--- src/rtl/ttm4_pkg.sv ---
// Shared TTM4 definitions: mnemonic codes, opcode encodings, loader error codes and states.
// The VERIFY state exists only when PROG_VERIFY_EN is defined.
package ttm4_pkg;

  localparam int unsigned INSN_W = 11;

  localparam logic [3:0] MN_ADD  = 4'd0;
  localparam logic [3:0] MN_AND  = 4'd1;
  localparam logic [3:0] MN_OR   = 4'd2;
  localparam logic [3:0] MN_XOR  = 4'd3;
  localparam logic [3:0] MN_JMP  = 4'd4;
  localparam logic [3:0] MN_JNC  = 4'd5;
  localparam logic [3:0] MN_JZ   = 4'd6;
  localparam logic [3:0] MN_SKIP = 4'd7;

  localparam logic [4:0] OP_ADD  = 5'b10111;
  localparam logic [4:0] OP_AND  = 5'b10000;
  localparam logic [4:0] OP_OR   = 5'b10010;
  localparam logic [4:0] OP_XOR  = 5'b00001;
  localparam logic [4:0] OP_JMP  = 5'b01100;
  localparam logic [4:0] OP_JNC  = 5'b01010;
  localparam logic [4:0] OP_JZ   = 5'b01011;
  localparam logic [4:0] OP_SKIP = 5'b01000;

  localparam logic [1:0] ERR_NONE     = 2'd0;
  localparam logic [1:0] ERR_ILLEGAL  = 2'd1;
  localparam logic [1:0] ERR_OVERFLOW = 2'd2;
  localparam logic [1:0] ERR_VERIFY   = 2'd3;

  typedef enum logic [2:0] {
    StIdle   = 3'd0,
    StAccept = 3'd1,
    StWrite  = 3'd2,
`ifdef PROG_VERIFY_EN
    StVerify = 3'd3,
`endif
    StFin    = 3'd4
  } loaderStateE;

endpackage

--- src/rtl/ttm4_insn_encoder.sv ---
// Combinational mnemonic-to-instruction-word encoder with an illegal flag.
// Shared between the program loader and the emulator test host.
module ttm4_insn_encoder
  import ttm4_pkg::*;
(
  input  logic [3:0]        mnem_i,
  input  logic [2:0]        lr_i,
  input  logic [2:0]        sr_i,
  output logic [INSN_W-1:0] word_o,
  output logic              illegal_o
);

  logic [4:0] op;
  logic       aluOp;
  logic       illegal;

  always_comb begin
    op      = '0;
    aluOp   = 1'b0;
    illegal = 1'b0;
    case (mnem_i)
      MN_ADD:  begin op = OP_ADD; aluOp = 1'b1; end
      MN_AND:  begin op = OP_AND; aluOp = 1'b1; end
      MN_OR:   begin op = OP_OR;  aluOp = 1'b1; end
      MN_XOR:  begin op = OP_XOR; aluOp = 1'b1; end
      MN_JMP:  op = OP_JMP;
      MN_JNC:  op = OP_JNC;
      MN_JZ:   op = OP_JZ;
      MN_SKIP: op = OP_SKIP;
      default: illegal = 1'b1;
    endcase
    // r0/r1 are not addressable by ALU ops
    if (aluOp && ((lr_i < 3'd2) || (sr_i < 3'd2))) begin
      illegal = 1'b1;
    end
    illegal_o = illegal;
    if (illegal) begin
      word_o = '0;
    end else if (aluOp) begin
      word_o = {op, lr_i, sr_i};
    end else begin
      word_o = {op, 6'b000000};
    end
  end

endmodule

--- src/rtl/ttm4_program_loader.sv ---
// Sequential program-memory loader: encodes handshaked mnemonics and writes them from address 0.
// Defining PROG_VERIFY_EN adds a read-back compare after every write.
module ttm4_program_loader
  import ttm4_pkg::*;
#(
  parameter int unsigned ADDR_W = 4
) (
  input  logic              CLK,
  input  logic              nRST,
  input  logic              START,
  input  logic              IN_VALID,
  output logic              IN_READY,
  input  logic [3:0]        IN_MNEM,
  input  logic [2:0]        IN_LR,
  input  logic [2:0]        IN_SR,
  input  logic              IN_LAST,
  output logic              MEM_WE,
  output logic [ADDR_W-1:0] MEM_ADDR,
  output logic [INSN_W-1:0] MEM_WDATA,
  input  logic [INSN_W-1:0] MEM_RDATA,
  output logic              CPU_HOLD,
  output logic              BUSY,
  output logic              DONE,
  output logic              ERR,
  output logic [1:0]        ERR_CODE
);

  localparam logic [ADDR_W-1:0] AddrMax = {ADDR_W{1'b1}};

  loaderStateE       stateQ, stateD;
  logic [ADDR_W-1:0] addrQ, addrD;
  logic              fullQ, fullD;
  logic [INSN_W-1:0] wordQ, wordD;
  logic              lastQ, lastD;
  logic              doneQ, doneD;
  logic              errQ, errD;
  logic [1:0]        errCodeQ, errCodeD;
  logic              advance;

  logic [INSN_W-1:0] encWord;
  logic              encIllegal;

  ttm4_insn_encoder uEncoder (
    .mnem_i    (IN_MNEM),
    .lr_i      (IN_LR),
    .sr_i      (IN_SR),
    .word_o    (encWord),
    .illegal_o (encIllegal)
  );

`ifndef PROG_VERIFY_EN
  logic unusedRdata;
  assign unusedRdata = ^MEM_RDATA;
`endif

  always_ff @(posedge CLK or negedge nRST) begin
    if (!nRST) begin
      stateQ   <= StIdle;
      addrQ    <= '0;
      fullQ    <= 1'b0;
      wordQ    <= '0;
      lastQ    <= 1'b0;
      doneQ    <= 1'b0;
      errQ     <= 1'b0;
      errCodeQ <= ERR_NONE;
    end else begin
      stateQ   <= stateD;
      addrQ    <= addrD;
      fullQ    <= fullD;
      wordQ    <= wordD;
      lastQ    <= lastD;
      doneQ    <= doneD;
      errQ     <= errD;
      errCodeQ <= errCodeD;
    end
  end

  always_comb begin
    stateD   = stateQ;
    addrD    = addrQ;
    fullD    = fullQ;
    wordD    = wordQ;
    lastD    = lastQ;
    doneD    = doneQ;
    errD     = errQ;
    errCodeD = errCodeQ;
    advance  = 1'b0;

    case (stateQ)
      StIdle, StFin: begin
        if (START) begin
          addrD    = '0;
          fullD    = 1'b0;
          doneD    = 1'b0;
          errD     = 1'b0;
          errCodeD = ERR_NONE;
          stateD   = StAccept;
        end
      end
      StAccept: begin
        if (IN_VALID) begin
          if (encIllegal) begin
            doneD    = 1'b1;
            errD     = 1'b1;
            errCodeD = ERR_ILLEGAL;
            stateD   = StFin;
          end else if (fullQ) begin
            doneD    = 1'b1;
            errD     = 1'b1;
            errCodeD = ERR_OVERFLOW;
            stateD   = StFin;
          end else begin
            wordD  = encWord;
            lastD  = IN_LAST;
            stateD = StWrite;
          end
        end
      end
      StWrite: begin
`ifdef PROG_VERIFY_EN
        stateD = StVerify;
`else
        advance = 1'b1;
`endif
      end
`ifdef PROG_VERIFY_EN
      StVerify: begin
        if (MEM_RDATA != wordQ) begin
          doneD    = 1'b1;
          errD     = 1'b1;
          errCodeD = ERR_VERIFY;
          stateD   = StFin;
        end else begin
          advance = 1'b1;
        end
      end
`endif
      default: stateD = StIdle;
    endcase

    // The top address is remembered via fullQ instead of wrapping
    if (advance) begin
      if (addrQ == AddrMax) begin
        fullD = 1'b1;
      end else begin
        addrD = addrQ + ADDR_W'(1);
      end
      if (lastQ) begin
        doneD  = 1'b1;
        stateD = StFin;
      end else begin
        stateD = StAccept;
      end
    end
  end

  always_comb begin
    IN_READY = (stateQ == StAccept);
    MEM_WE   = (stateQ == StWrite);
`ifdef PROG_VERIFY_EN
    BUSY     = (stateQ == StAccept) || (stateQ == StWrite) || (stateQ == StVerify);
`else
    BUSY     = (stateQ == StAccept) || (stateQ == StWrite);
`endif
    CPU_HOLD  = BUSY;
    MEM_ADDR  = addrQ;
    MEM_WDATA = wordQ;
    DONE      = doneQ;
    ERR       = errQ;
    ERR_CODE  = errCodeQ;
  end

endmodule

--- config.mk ---
export PLATFORM = sky130hd
export DESIGN_NAME = ttm4_program_loader
export DESIGN_NICKNAME = d
export VERILOG_FILES = /design/src/rtl/ttm4_pkg.sv /design/src/rtl/ttm4_insn_encoder.sv /design/src/rtl/ttm4_program_loader.sv
export SDC_FILE = /design/constraint.sdc
export NUM_CORES = 1
export LEC_CHECK = 0
export BUFFER_PORTS_ARGS = -buffer_cell sky130_fd_sc_hd__buf_2
export CORE_MARGIN = 2
export CORE_UTILIZATION = 50
export DETAILED_ROUTE_END_ITERATION = 8
export GPL_TIMING_DRIVEN = 1
export PLACE_DENSITY = 0.81
export SYNTH_ARGS = -nofsm -noshare
export SYNTH_HDL_FRONTEND = slang
export SYNTH_HIERARCHICAL = 1
export SYNTH_SLANG_ARGS = --single-unit
--- constraint.sdc ---
create_clock -name CLK -period 2.75 [get_ports CLK]
set_input_delay 0.1375 -clock CLK [delete_from_list [all_inputs] [get_ports CLK]]
set_output_delay 0.1375 -clock CLK [all_outputs]
set_load 0.02 [all_outputs]
Yosys cells after proc, flatten, opt, wreduce, memory -nomap -nowiden
Index checks and enable logic that the tools add are counted.
{"block": "word_totals", "register_bits": 24, "out_inout_bits": 23}
{"block": "op_classes", "n_lt_le_gt_ge": 2, "muxes": 38, "bitwise_logic": 2, "add_sub_neg": 1, "n_eq_ne": 17, "n_reduce_logical": 12}
{"op": "5-bit one-hot mux with 8 select lines", "n": 1}
{"op": "1-bit two-way mux", "n": 18}
{"op": "3-bit two-way mux", "n": 6}
{"op": "4-bit by 3-bit equality test with 1-bit output, second input constant", "n": 4}
{"op": "4-bit two-way mux", "n": 4}
{"op": "3-bit one-hot mux with 3 select lines", "n": 1}
{"op": "4-bit by 2-bit equality test with 1-bit output, second input constant", "n": 2}
{"op": "2-bit two-way mux", "n": 4}
{"op": "4-bit AND reduction", "n": 2}
{"op": "8-bit OR reduction", "n": 1}
{"op": "3-bit by 2-bit < comparator with 1-bit output, second input constant", "n": 2}
{"op": "6-bit two-way mux", "n": 1}
{"op": "4-bit by 1-bit adder with 4-bit output, second input constant", "n": 1}
{"op": "4-bit by 1-bit equality test with 1-bit output, second input constant", "n": 1}
{"op": "4-bit equality test, second input constant", "n": 1}
{"op": "4-bit logical NOT", "n": 1}
{"op": "2-bit != test, second input constant", "n": 2}
{"op": "1-bit one-hot mux with 2 select lines", "n": 2}
{"op": "2-bit one-hot mux with 2 select lines", "n": 1}
{"op": "4-bit OR reduction", "n": 1}
{"op": "3-bit by 1-bit equality test with 1-bit output, second input constant", "n": 1}
{"op": "3-bit by 2-bit equality test with 1-bit output, second input constant", "n": 1}
{"op": "3-bit equality test, second input constant", "n": 1}
{"op": "3-bit logical NOT", "n": 1}
{"op": "10 further kinds", "n": 12}

Longest topological paths before layout
Gate-level depths: netlist of run 1.
{"block": "depth", "ltp_word": 10, "mapped_depth": 7, "ltp_nobuf": 6}

Modules after synthesis
Netlist of run 1, hierarchy kept.
{"module": "ttm4_program_loader", "area_per_inst_um2": 1022.2, "instances": 1, "cells_per_inst": 81}
{"module": "ttm4_insn_encoder", "area_per_inst_um2": 160.2, "instances": 1, "cells_per_inst": 23}

Worst setup path after synthesis of run 1
OpenSTA, ideal clock, no wires.
{"block": "synth_path", "kind": "register to register", "from": "register stateQ[1]", "to": "register wordQ[0], in the netlist MEM_WDATA[0]", "path_slack_ns": 0.988, "synth_period_minus_slack_ns": 1.762, "t_required_ns": 2.625, "stages_incl_launch_ff": 5, "path_buffers": 1, "arrival_time_ns": 1.637, "cell_sequence": "dfrtp_1 > nor3b_2 > nand3_1 > buf_2 > mux2_2"}
{"block": "synth_between", "elab_chain_len": 2}
{"item": "start: declaration", "line_no": "ttm4_program_loader.sv:30", "text": "loaderStateE stateQ, stateD;"}
{"item": "start signal: assignment", "line_no": "ttm4_program_loader.sv:58", "text": "stateQ <= StIdle;"}
{"item": "start signal: assignment", "line_no": "ttm4_program_loader.sv:67", "text": "stateQ <= stateD;"}
{"item": "3-bit by 1-bit equality test with 1-bit output"}
{"item": "net IN_READY", "line_no": "ttm4_program_loader.sv:12", "text": "output logic IN_READY,"}
{"item": "4-bit AND reduction (no line)"}
{"item": "end signal: assignment", "line_no": "ttm4_program_loader.sv:70", "text": "wordQ <= wordD;"}
{"item": "end: declaration", "line_no": "ttm4_program_loader.sv:33", "text": "logic [INSN_W-1:0] wordQ, wordD;"}
The timed path passes the listed nets, and every way through them passes these cells.
A chain may end at the register's enable or synchronous reset.

Worst setup path in the final report of run 1
{"block": "layout_path", "from": "register stateQ[1]", "to": "register wordQ[3], in the netlist MEM_WDATA[3]"}
{"block": "layout_between", "elab_chain_len": 2}
{"item": "3-bit by 1-bit equality test with 1-bit output", "line_no": "ttm4_program_loader.sv:89", "text": "case (stateQ)"}
{"item": "4-bit AND reduction (no line)"}
No other way between the ends.

==> results of run 1 <==
## sequential cells by signal, summed over array words and instances (netlist names)
name	cells
stateQ	3
DONE	1
lastQ	1
MEM_WDATA	11
ERR	1
ERR_CODE	2
MEM_ADDR	4
fullQ	1
## area by class of cell
class | instances | area share [%]
flip-flops and latches | 24 | 41.92
multi-input cells | 75 | 38.95
repair buffers | 38 | 13.62
well taps | 28 | 2.445
inverters | 2 | 0.5240
clock buffers | 4 | 2.533
## where the power goes
group / switching (mW) / internal, mW
logic: 0.273 / 0.188
clock network: 0.102 / 0.0809
registers: 0.0626 / 0.455
total: 0.437 / 0.724
## synth_stat cells, types with 2 or more instances
cell type                   n
sky130_fd_sc_hd__a31o_2     2
sky130_fd_sc_hd__and2_1     3
sky130_fd_sc_hd__and3_1     4
sky130_fd_sc_hd__and3_2     3
sky130_fd_sc_hd__dfrtp_1   24
sky130_fd_sc_hd__inv_1      2
sky130_fd_sc_hd__mux2_2    12
sky130_fd_sc_hd__mux2i_1    3
sky130_fd_sc_hd__nand2_1    8
sky130_fd_sc_hd__nand3_1    6
sky130_fd_sc_hd__nand3b_1   3
sky130_fd_sc_hd__nand4_1    2
sky130_fd_sc_hd__nor2_1     5
sky130_fd_sc_hd__o21ai_0    4
sky130_fd_sc_hd__o21bai_1   2
sky130_fd_sc_hd__or2_2      2
sky130_fd_sc_hd__or2_4      2
## per-layer routing
layer  wire, µm  part of all wire (%)  global-route usage [%]  up-vias
met3        122                   5.4                   4.286        4
met4         27                   1.2                   8.547        0
li1           -                     -                       -      454
met2       1115                    49                   33.75       29
met1       1006                    44                   22.43      443
met5          0                     0                       0        -
## how the worst max path moves through the flow
| stage | start | end | slack [ps] | cells past startpoint |
|---|---|---|---|---|
| floorplan | stateQ[1]$_DFFE_PN0P_ | MEM_WDATA[0]$_DFFE_PN0P_ | 990 | 4 |
| global placement | IN_LR[1] | MEM_WDATA[7]$_DFFE_PN0P_ | 830 | 7 |
| detailed placement | IN_LR[1] | MEM_WDATA[8]$_DFFE_PN0P_ | 760 | 7 |
| CTS | stateQ[1]$_DFFE_PN0P_ | MEM_WDATA[3]$_DFFE_PN0P_ | 760 | 3 |
| global route | stateQ[1]$_DFFE_PN0P_ | MEM_WDATA[3]$_DFFE_PN0P_ | 630 | 3 |
| finish | stateQ[1]$_DFFE_PN0P_ | MEM_WDATA[3]$_DFFE_PN0P_ | 780 | 3 |
## timing repair
item                                    in CTS  in global routing
endpoints found under the setup margin       0                  0
hold buffers                                 1                  0
hold endpoints to repair                    24                  0
## cells in the final DEF (no fill, tap or decap)
master	instances
sky130_fd_sc_hd__xnor2_1	1
sky130_fd_sc_hd__dfrtp_1	24
sky130_fd_sc_hd__and3_1	4
sky130_fd_sc_hd__buf_2	37
sky130_fd_sc_hd__and2b_1	1
sky130_fd_sc_hd__mux2_2	12
sky130_fd_sc_hd__o211ai_1	1
sky130_fd_sc_hd__nand4_1	2
sky130_fd_sc_hd__nand2b_1	1
sky130_fd_sc_hd__or4b_1	1
sky130_fd_sc_hd__nand3_1	6
sky130_fd_sc_hd__nor3b_2	1
sky130_fd_sc_hd__inv_1	2
sky130_fd_sc_hd__clkbuf_8	1
sky130_fd_sc_hd__a32oi_1	1
sky130_fd_sc_hd__nand2_1	8
sky130_fd_sc_hd__o21bai_1	2
sky130_fd_sc_hd__dlygate4sd3_1	1
sky130_fd_sc_hd__mux2i_1	3
sky130_fd_sc_hd__and3_4	1
sky130_fd_sc_hd__or2_2	2
sky130_fd_sc_hd__ha_1	1
sky130_fd_sc_hd__nor2_4	1
sky130_fd_sc_hd__and3_2	3
sky130_fd_sc_hd__clkbuf_4	3
sky130_fd_sc_hd__a31o_2	2
sky130_fd_sc_hd__nand3b_1	3
sky130_fd_sc_hd__o21a_1	1
sky130_fd_sc_hd__or3b_2	1
sky130_fd_sc_hd__o311ai_1	1
sky130_fd_sc_hd__o21ai_0	4
sky130_fd_sc_hd__and2_1	3
sky130_fd_sc_hd__or2_4	2
sky130_fd_sc_hd__or3b_1	1
sky130_fd_sc_hd__nor2_1	5
## critical path: stages (launching register included)
cell and delay (ps):
sky130_fd_sc_hd__dfrtp_1 450, sky130_fd_sc_hd__nor3b_2 400, sky130_fd_sc_hd__nand3_1 550, sky130_fd_sc_hd__mux2_2 460
## cell families (layout without fill, tap and decap cells)
family                   count (synthesis)  count (layout)  synth area share [%]
AO/OA/AOI/OAI                           12              12                 7.196
XOR/XNOR                                 1               1                0.7409
buffers and inverters                    5              44                 2.010
flip-flops                              24              24                 50.79
adder cells (fa/ha/maj)                  1               1                 1.058
AND/OR/NAND/NOR                         46              46                 24.23
multiplexers                            15              15                 13.97
==> metrics.sh, run 1 <==
FIRSTDRTPASSITERS=4
HOLD_SLACK_PS=41.21
ANTENNA_CELLS_INSERTED=0
YOSYS_WARNINGS=6
ROUTE.VIAS.TOTAL=930
CRITICAL_PATH_PEAK_FANOUT=13
GR-TOTAL-OVERFLOW=0
ACHIEVABLE-FREQUENCY_MHz=508.0
CTS_RESIZED=0
AREAGROWTHSYNTHTOFINISH_PCT=21.16
PORT-BUFFER-COUNT=37
SYNTH-SEQ-AREA-SHARE_PCT=50.79
TRITONCTS_BUFFER_COUNT=3
HOLDCRITPATHCLASS='input pin to flip-flop'
CLOCKBUFFERDEPTH=2
AVGSYNTHCELLAREA_UM2=11.37
WORST_HOLD_PATH.NUM_CELLS=2
DRT_DRC_VIOLATIONS_LEFT=0
TIMING.SETUP.TNS_PS=0
POST_ROUTE_WORST_SETUP_SLACK_PS=781.5
SYNTH.NET_COUNT=131
TRACK_USAGE_PCT=19.33
ROUTEDWLPERCELL_UM=13.27
REGTOREGSETUPSLACK_PS=780
FIN_CELLS=171
DP_HPWL_UM=1718
TIMING_MAX_TRANSITION_VIOLATIONS_FINAL=0
WORST_PATH_CLASS_SETUP='flip-flop to flip-flop'
CRITICAL_PATH.REG2REG.ENDPOINT='MEM_WDATA[3]$_DFFE_PN0P_'
REG2REGPATHDEPTH=3
CLKLATENCYLATEPIN_PS=310
REPORT.POWER.TOTAL_mW=1.162
POST-SYNTH-TOP-AREA-CELL='sky130_fd_sc_hd__dfrtp_1'
FINAL-SETUP-VIOL-COUNT=0
PWR_DENSITY_CELL_mW_PER_MM2=810.8
WORST_HOLD_STARTPOINT='IN_LAST'
DETAILED_PLACE.AREA_MM2=0.001386
NFILLCELLS=197
IRDROPWORSTVDD_V=0.0005032
DIEHEIGHT_UM=52.63
GRT_SETUP_UNREPAIRED='no'
ANTENNA_FOUND_INITIAL=0
VIA_COUNT_OF_THE_FIRST_GLOBAL_ROUTING_PASS=903
PLACE_WORST_SETUP_SLACK_PS=764.5
CRITICAL_PATH_REQUIRED_PS=2950
FLOORPLAN.INITIALDENSITY_PCT=52.94
FINAL_MIN_PERIOD_OVER_CLOCK_PERIOD_PCT=71.58
YOSYSTOPAREACELLSHARE_PCT=50.79
WIDTH_OF_THE_DIE_UM=52.63
DPL.CELL_COUNT=166
POSTSYNTH.ASYNCRESETSHARE_PCT=100.0
GRT_START_MAX_NET_PINS=25
MAX-CAP-VIOLATIONS=0
CP-START-KIND='flip-flop'
FINAL_UTIL_PCT=64.15
FF_LATCH_AREA_UM2=600.6
SYNTH_AREA_MM2=0.001182
STATIC-LEAKAGE-POWER_nW=0.7927
CRIT-REG2REG-LAUNCH='stateQ[1]$_DFFE_PN0P_'
SYNTH.TOP_CELLS.BY_AREA='sky130_fd_sc_hd__dfrtp_1 (51%), sky130_fd_sc_hd__mux2_2 (11%), sky130_fd_sc_hd__mux2i_1 (2.5%)'
MULTI_INPUT_GATE_AREA_IN_THE_FINAL_LAYOUT_UM2=558.0
ROUTED_VIA_DENSITY=5.439
LAYOUT.NETS=171
CTS_ROOT_BUFFER='sky130_fd_sc_hd__clkbuf_4'
HTREE_NUM_LEVELS=1
TIMING_HOLD_VIOLATIONS_FINAL=0
TIMING.MAX_SLEW.REL_SLACK_PCT=58.53
WORST-SLEW-PIN-TRANSITION_PS=620.3
BOUNDARYPINS=49
FRACTION_OF_FINAL_LAYOUT_CELLS_WITH_DRIVE_STRENGTH_GREATER_THAN_1_PCT=46.15
SYNTH-EDFF-COUNT=0
FINALWIRELENGTH_UM=2270
FIN_WORST_SKEW_PS=11.56
CLKSLEWWORSTSETUPHOLDPATHS_PS=130
GLOBALPLACE.CONGESTION=0.7477
CTS_TREE='yes'
CORE_MM2=0.002233
OUTCOME='completed'
DIE_AREA_MM2=0.002770
PLACEMENT_ROWS=17
GRT_FIRST_PASS_WIRELENGTH_UM=3829
DRT_FIRST_ITER_VIOLATIONS=8
YOSYS.CELL_TYPES.COUNT=34
POSTCTSSETUPREPAIRBUFS=0
FIN_CRIT_PS=1968
AREA_OF_ALL_PLACED_CELLS_WITHOUT_FILLERS_MM2=0.001433
TIMING.CRITICAL_PATH.TO_TYPE='flip-flop'
ROUTE.ANTENNA.REMAINING_NETS=0
WORST-ENDPOINT-ARRIVAL_PS=2170
YS_FF_LATCH=24
CLOCK_SINK_COUNT=24
SYNTHESIS.INSTANCES=104
YOSYS_MOST_USED_DFF='sky130_fd_sc_hd__dfrtp_1'
HOLD_PATH_END='lastQ$_DFFE_PN0P_'
(Power assumes the default switching activity.)
==> run 2: changes to the inputs <==
--- a/config.mk
+++ b/config.mk
@@ -7,10 +7,10 @@
 export LEC_CHECK = 0
 export BUFFER_PORTS_ARGS = -buffer_cell sky130_fd_sc_hd__buf_2
 export CORE_MARGIN = 2
-export CORE_UTILIZATION = 50
+export CORE_UTILIZATION = 42
 export DETAILED_ROUTE_END_ITERATION = 8
 export GPL_TIMING_DRIVEN = 1
-export PLACE_DENSITY = 0.81
+export PLACE_DENSITY = 0.72
 export SYNTH_ARGS = -nofsm -noshare
 export SYNTH_HDL_FRONTEND = slang
 export SYNTH_HIERARCHICAL = 1
==> constraint.sdc (replaced) <==
create_clock -name CLK -period 1.8 [get_ports CLK]
set_input_delay 0.09 -clock CLK [delete_from_list [all_inputs] [get_ports CLK]]
set_output_delay 0.09 -clock CLK [all_outputs]
set_load 0.02 [all_outputs]
==> run 2 against run 1 <==
Net effect: count of clock-buffer cells in the layout is 1 lower; sequential cell count stayed put; sequential share of layout area is 2.1 points lower; first-iteration DRC count is 50% higher; power is 56% higher; cell count is 5.8% higher.
==> metrics.sh, run 2 (synthesis gave the netlist of run 1 again) <==
OUTCOME='completed'
REG2REGPATHDEPTH=3  # unchanged
FINAL-SETUP-VIOL-COUNT=0  # unchanged
PLACEMENT_ROWS=19  # +2
TIMING.CRITICAL_PATH.TO_TYPE='output pin'
CP-START-KIND='flip-flop'
ACHIEVABLE-FREQUENCY_MHz=583.2
IRDROPWORSTVDD_V=0.0008421  # +67%
CLOCKBUFFERDEPTH=2  # unchanged
PLACE_WORST_SETUP_SLACK_PS=172.4  # -592.1 ps
PWR_DENSITY_CELL_mW_PER_MM2=1203  # +48%
DIE_AREA_MM2=0.003256  # +18%
WORST-ENDPOINT-ARRIVAL_PS=1620  # -550 ps
FIN_WORST_SKEW_PS=8.180  # -3.381 ps
TIMING.MAX_SLEW.REL_SLACK_PCT=65.02  # +6.5 points
AREAGROWTHSYNTHTOFINISH_PCT=27.51
POST_ROUTE_WORST_SETUP_SLACK_PS=85.41  # -696.1 ps
ANTENNA_FOUND_INITIAL=0  # unchanged
STATIC-LEAKAGE-POWER_nW=0.8298  # +4.7%
SLOWEST_STAGE='sky130_fd_sc_hd__dfrtp_1'
FRACTION_OF_FINAL_LAYOUT_CELLS_WITH_DRIVE_STRENGTH_GREATER_THAN_1_PCT=49.33  # +3.2 points
DRT_DRC_VIOLATIONS_LEFT=0  # unchanged
WORST_HOLD_STARTPOINT='IN_VALID'
HOLD_SLACK_PS=96.59  # +55.38 ps
VIA_COUNT_OF_THE_FIRST_GLOBAL_ROUTING_PASS=906  # +0.33%
GRT_START_MAX_NET_PINS=25  # unchanged
HTREE_NUM_LEVELS=1  # unchanged
ROUTEDWLPERCELL_UM=13.70  # +3.2%
FINAL_UTIL_PCT=55.63  # -8.5 points
TIMING.SETUP.TNS_PS=0  # unchanged
ROUTE.VIAS.TOTAL=982  # +5.6%
CRITICAL_PATH.REG2REG.ENDPOINT='MEM_ADDR[3]$_DFF_PN0_'
CLOCK_SINK_COUNT=24  # unchanged
TIMING_HOLD_VIOLATIONS_FINAL=0  # unchanged
GRT_SETUP_UNREPAIRED='no'
FINAL_MIN_PERIOD_OVER_CLOCK_PERIOD_PCT=95.26
MAX-CAP-VIOLATIONS=0  # unchanged
MOST-COMMON-LAYOUT-CELLS='sky130_fd_sc_hd__buf_2 (35), sky130_fd_sc_hd__dfrtp_1 (24), sky130_fd_sc_hd__mux2_2 (12)'
GLOBALPLACE.CONGESTION=0.7554  # +1.0%
HOLD_PATH_END='stateQ[0]$_DFFE_PN0P_'
CLKLATENCYLATEPIN_PS=310  # about the same
CTS_TREE='yes'
CRIT-REG2REG-LAUNCH='stateQ[0]$_DFFE_PN0P_'
REGTOREGSETUPSLACK_PS=170  # -610 ps
GR-TOTAL-OVERFLOW=0  # unchanged
DRT_FIRST_ITER_VIOLATIONS=12  # +4
WIDTH_OF_THE_DIE_UM=57.06  # +8.4%
CLKSLEWWORSTSETUPHOLDPATHS_PS=120  # about the same
PATH_COMMON_CELL='sky130_fd_sc_hd__buf_4'
CORE_MM2=0.002710  # +21%
ROUTED_VIA_DENSITY=5.425  # -0.24%
WORST_PATH_DOMINANT_CELL_FAMILY='buffers and inverters'
BOUNDARYPINS=49  # unchanged
CTS_ROOT_BUFFER='sky130_fd_sc_hd__clkbuf_4'
NFILLCELLS=251  # +27%
CRITICAL_PATH_REQUIRED_PS=1710  # -1240 ps
WORST_HOLD_PATH.NUM_CELLS=3  # +1
ROUTE.ANTENNA.REMAINING_NETS=0  # unchanged
SLOWEST_DELAY_PS=420  # -130 ps
FINALWIRELENGTH_UM=2480  # +9.3%
CRITICAL_PATH_PEAK_FANOUT=6  # -7
WORSTPATHCELLLIST='buf_4 > nor3b_2 > buf_4 > or2_2 > buf_4'
DP_HPWL_UM=1889  # +9.9%
TRACK_USAGE_PCT=16.28  # -3.0 points
WORST-SLEW-PIN-TRANSITION_PS=524.6  # -95.69 ps
TRITONCTS_BUFFER_COUNT=3  # unchanged
PORT-BUFFER-COUNT=37  # unchanged
WORST_PATH_CLASS_SETUP='flip-flop to output pin'
DIEHEIGHT_UM=57.06  # +8.4%
FIRSTDRTPASSITERS=4  # unchanged
LAYOUT.NETS=179  # +4.7%
CRITICAL_PATH_BUF_INV_COUNT=3  # +3
ANTENNA_CELLS_INSERTED=0  # unchanged
LARGEST_REG_FLOPS=11  # unchanged
LAYOUT.CELLS.MOST_COMMON='sky130_fd_sc_hd__buf_2'
FIN_CRIT_PS=1715
GRT_FIRST_PASS_WIRELENGTH_UM=4174  # +9.0%
TIMING_MAX_TRANSITION_VIOLATIONS_FINAL=0  # unchanged
FLOORPLAN.INITIALDENSITY_PCT=43.63  # -9.3 points
HOLDCRITPATHCLASS='input pin to flip-flop'
REPORT.POWER.TOTAL_mW=1.814  # +56%
-- run 2: changes by cell type in the layout (fill, tap and decap cells not counted) --
| cell | before | now |
|---|---|---|
| sky130_fd_sc_hd__inv_4 | 0 | 1 |
| sky130_fd_sc_hd__clkbuf_8 | 1 | 0 |
| sky130_fd_sc_hd__buf_4 | 0 | 8 |
| sky130_fd_sc_hd__inv_1 | 2 | 1 |
| sky130_fd_sc_hd__or3b_4 | 0 | 1 |
| sky130_fd_sc_hd__dlygate4sd3_1 | 1 | 2 |
| sky130_fd_sc_hd__buf_2 | 37 | 35 |
| sky130_fd_sc_hd__or3b_1 | 1 | 0 |
| sky130_fd_sc_hd__buf_12 | 0 | 1 |
-- run 2: cell type report --
class                           count  area (µm²)  area share (%)
Multi-Input combinational cell     75       560.5           37.18
Sequential cell                    24       600.6           39.83
Tap cell                           31       38.79           2.573
Timing Repair Buffer               46       275.3           18.26
Inverter                            2       10.01          0.6639
Clock buffer                        3       22.52           1.494
-- run 2: what timing repair did --
| item | 4_1_cts | 5_1_grt |
|---|---|---|
| endpoints found under the setup margin | 2 | 2 |
| setup buffers | 0 | 3 |
| hold buffers | 2 | 0 |
| endpoints found under the hold margin | 25 | 0 |
| gates resized for setup | 1 | 4 |
| pin swaps | 0 | 0 |
-- run 2: worst max-delay path by stage --
stage | startpoint | endpoint | slack, ps | cells past startpoint
5_1_grt | stateQ[0]$_DFFE_PN0P_ | CPU_HOLD | 20 | 5
3_5_place_dp | IN_LR[1] | MEM_WDATA[3]$_DFFE_PN0P_ | 170 | 8
3_3_place_gp | IN_LR[1] | MEM_WDATA[6]$_DFFE_PN0P_ | 200 | 8
4_1_cts | stateQ[0]$_DFFE_PN0P_ | BUSY | 10 | 5
6_report | stateQ[0]$_DFFE_PN0P_ | BUSY | 90 | 5
2_1_floorplan | stateQ[1]$_DFFE_PN0P_ | MEM_WDATA[0]$_DFFE_PN0P_ | 40 | 4
-- run 2: worst min-delay path, cell delays in order --
cell and delay (ps):
sky130_fd_sc_hd__buf_2 110, sky130_fd_sc_hd__nand2b_1 100, sky130_fd_sc_hd__o21ai_0 70
-- run 2: per-layer routing --
| metal | vias to the layer above | share of wire [%] | wire length [µm] | track usage, % |
|---|---|---|---|---|
| met1 | 475 | 42 | 1038 | 21.47 |
| met3 | 0 | 6.9 | 170 | 3.175 |
| met5 | - | 0 | 0 | 0 |
| met4 | 0 | 0 | 0 | 4.983 |
| met2 | 35 | 51 | 1271 | 27.26 |
| li1 | 472 | - | - | - |
-- run 2: report_power, final --
group / total [mW] / switching (mW) / leakage [nW] / internal (mW)
Sequential: 0.788 / 0.0925 / 0.322 / 0.696
Clock: 0.226 / 0.148 / 0.0138 / 0.0781
Combinational: 0.800 / 0.446 / 0.494 / 0.354
-- run 2: through the flow --
step	instance area, µm²	instances
floorplan	1182	104
global route	1508	181
finish	1508	181
detailed placement	1433	173
CTS	1475	178
global placement	1433	173
==> run 3: changes to the inputs <==
--- a/config.mk
+++ b/config.mk
@@ -6,7 +6,7 @@
 export NUM_CORES = 1
 export LEC_CHECK = 0
 export BUFFER_PORTS_ARGS = -buffer_cell sky130_fd_sc_hd__buf_2
-export CORE_MARGIN = 2
+export CORE_MARGIN = 3
 export CORE_UTILIZATION = 42
 export DETAILED_ROUTE_END_ITERATION = 8
 export GPL_TIMING_DRIVEN = 1
==> run 3 against run 2 <==
Net effect: fmax is 1.2% higher; sequential share of layout area is 0.78 points higher; sequential cell count stayed put; power is 2.0% lower; largest power group is now registers; count of clock-buffer cells in the layout stayed put; cell area is 1.9% lower.
==> metrics.sh, run 3 (synthesis gave the netlist of run 1 again) <==
CRITICAL_PATH_PEAK_FANOUT=5  # -1
ROUTED_VIA_DENSITY=5.438  # +0.24%
FIN_CRIT_PS=1694  # -20.43 ps
FRACTION_OF_FINAL_LAYOUT_CELLS_WITH_DRIVE_STRENGTH_GREATER_THAN_1_PCT=48.65  # -0.68 points
CP-START-KIND='flip-flop'
SLOWEST_DELAY_PS=400  # -20 ps
VIA_COUNT_OF_THE_FIRST_GLOBAL_ROUTING_PASS=923  # +1.9%
LAYOUT.CELLS.MOST_COMMON='sky130_fd_sc_hd__buf_2'
GRT_FIRST_PASS_WIRELENGTH_UM=4057  # -2.8%
DRT_DRC_VIOLATIONS_LEFT=0  # unchanged
BOUNDARYPINS=49  # unchanged
WORST_PATH_CLASS_SETUP='flip-flop to output pin'
FIRSTDRTPASSITERS=4  # unchanged
NFILLCELLS=253  # +0.80%
CTS_TREE='yes'
PWR_DENSITY_CELL_mW_PER_MM2=1203  # about the same
CTS_ROOT_BUFFER='sky130_fd_sc_hd__clkbuf_4'
WORSTPATHCELLLIST='or3b_1 > buf_4 > inv_2 > or2_2 > buf_2'
AREA_OF_ALL_PLACED_CELLS_WITHOUT_FILLERS_MM2=0.001479  # -1.9%
CORE_MM2=0.002567  # -5.3%
DIEHEIGHT_UM=59.06  # +3.5%
DIE_AREA_MM2=0.003488  # +7.1%
WORST-ENDPOINT-ARRIVAL_PS=1600  # -20 ps
LAYOUT.NETS=177  # -1.1%
CRIT-REG2REG-LAUNCH='stateQ[1]$_DFFE_PN0P_'
AREAGROWTHSYNTHTOFINISH_PCT=25.08
WORST_PATH_DOMINANT_CELL_FAMILY='simple AND/OR/NAND/NOR gates'
DP_HPWL_UM=1889  # about the same
CLKLATENCYLATEPIN_PS=310  # about the same
ROUTEDWLPERCELL_UM=13.80  # +0.70%
GLOBALPLACE.CONGESTION=0.7326  # -3.0%
MAX-CAP-VIOLATIONS=0  # unchanged
ROUTE.VIAS.TOTAL=968  # -1.4%
GRT_SETUP_UNREPAIRED='no'
CLOCK_SINK_COUNT=24  # unchanged
PORT-BUFFER-COUNT=37  # unchanged
HTREE_NUM_LEVELS=1  # unchanged
FINAL_MIN_PERIOD_OVER_CLOCK_PERIOD_PCT=94.12  # -1.1 points
GR-TOTAL-OVERFLOW=0  # unchanged
CLKSLEWWORSTSETUPHOLDPATHS_PS=110  # about the same
HOLDCRITPATHCLASS='input pin to flip-flop'
FLOORPLAN.INITIALDENSITY_PCT=46.05  # +2.4 points
ANTENNA_CELLS_INSERTED=0  # unchanged
FINAL-SETUP-VIOL-COUNT=0  # unchanged
ANTENNA_FOUND_INITIAL=0  # unchanged
ACHIEVABLE-FREQUENCY_MHz=590.3  # +1.2%
TIMING_MAX_TRANSITION_VIOLATIONS_FINAL=0  # unchanged
TIMING.CRITICAL_PATH.TO_TYPE='output pin'
GRT_START_MAX_NET_PINS=25  # unchanged
CRITICAL_PATH_BUF_INV_COUNT=3  # unchanged
REPORT.POWER.TOTAL_mW=1.779  # -2.0%
MOST-COMMON-LAYOUT-CELLS='sky130_fd_sc_hd__buf_2 (37), sky130_fd_sc_hd__dfrtp_1 (24), sky130_fd_sc_hd__mux2_2 (12)'
CRITICAL_PATH_REQUIRED_PS=1710  # about the same
FIN_WORST_SKEW_PS=12.80  # +4.624 ps
FINALWIRELENGTH_UM=2456  # -0.97%
TRACK_USAGE_PCT=15.45  # -0.84 points
LARGEST_REG_FLOPS=11  # unchanged
WORST-SLEW-PIN-TRANSITION_PS=529.6  # +4.944 ps
TIMING.SETUP.TNS_PS=0  # unchanged
PLACEMENT_ROWS=18  # -1
OUTCOME='completed'
REGTOREGSETUPSLACK_PS=110  # -60 ps
DRT_FIRST_ITER_VIOLATIONS=23  # +11
WORST_SETUP_PATH_STARTPOINT='stateQ[0]$_DFFE_PN0P_'
WIDTH_OF_THE_DIE_UM=59.06  # +3.5%
ROUTE.ANTENNA.REMAINING_NETS=0  # unchanged
TRITONCTS_BUFFER_COUNT=3  # unchanged
IRDROPWORSTVDD_V=0.0009613  # +14%
STATIC-LEAKAGE-POWER_nW=0.8178  # -1.4%
CLOCKBUFFERDEPTH=2  # unchanged
WORST_HOLD_STARTPOINT='IN_LAST'
SLOWEST_STAGE='sky130_fd_sc_hd__dfrtp_1'
DETAILED_PLACE.AREA_MM2=0.001424  # -0.61%
TIMING.MAX_SLEW.REL_SLACK_PCT=64.69  # -0.33 points
TIMING_HOLD_VIOLATIONS_FINAL=0  # unchanged
run 3: cell types whose count changed in the layout (fill, tap and decap cells not counted):
cell / delta
sky130_fd_sc_hd__or3b_1: +1
sky130_fd_sc_hd__inv_2: +1
sky130_fd_sc_hd__buf_4: -3
sky130_fd_sc_hd__dlygate4sd3_1: -1
sky130_fd_sc_hd__buf_2: +2
sky130_fd_sc_hd__or3b_4: -1
sky130_fd_sc_hd__inv_4: -1
run 3: worst paths after layout:
| kind | to | depth (start not counted) |
|---|---|---|
| min in group asynchronous | MEM_ADDR[2]$_DFF_PN0_ | 2 |
| worst min register to register | ERR$_DFFE_PN0P_ | 2 |
| worst max register to register | MEM_WDATA[9]$_DFFE_PN0P_ | 5 |
| worst max-delay path | BUSY | 5 |
| max in group asynchronous | MEM_WDATA[7]$_DFFE_PN0P_ | 2 |
| worst min-delay path | lastQ$_DFFE_PN0P_ | 2 |
run 3: metrics by stage:
stage               setup slack, ps  hold slack [ps]  util, %  std cells
finish                        105.8            15.89    57.60        178
global route                  13.21            11.73    57.60        178
CTS                           3.338            5.296    57.31        177
detailed placement            157.6            107.5    55.46        171
global placement              197.3            98.07    55.46        171
floorplan                     38.34           -205.6        -        104
run 3: power by group:
group / internal, mW / switching (mW) / total (mW)
Clock: 0.0781 / 0.149 / 0.227
Combinational: 0.325 / 0.447 / 0.772
Sequential: 0.696 / 0.0839 / 0.780
Total: 1.10 / 0.680 / 1.78
run 3: what timing repair did:
action | in CTS | in global routing
gates resized for setup | 0 | 1
hold endpoints to repair | 24 | 0
gates cloned | 0 | 0
buffers inserted | 2 | 1
setup endpoints to repair | 2 | 2
hold buffers | 1 | 0
run 3: area by class of cell:
type	instances	area [µm²]	area share (%)
clock buffer	3	22.52	1.523
inverter	2	7.507	0.5076
multi-input combinational	75	558.0	37.73
sequential	24	600.6	40.61
tap	30	37.54	2.538
timing repair buffer	44	252.7	17.09
run 3: routing by layer:
metal / wire, µm / part of all wire (%) / vias up / track usage (%)
met1: 1025 / 42 / 465 / 18.95
met5: 0 / 0 / - / 0
li1: - / - / 466 / -
met2: 1210 / 49 / 35 / 26.34
met3: 209 / 8.5 / 2 / 3.486
met4: 10 / 0.41 / 0 / 5.825
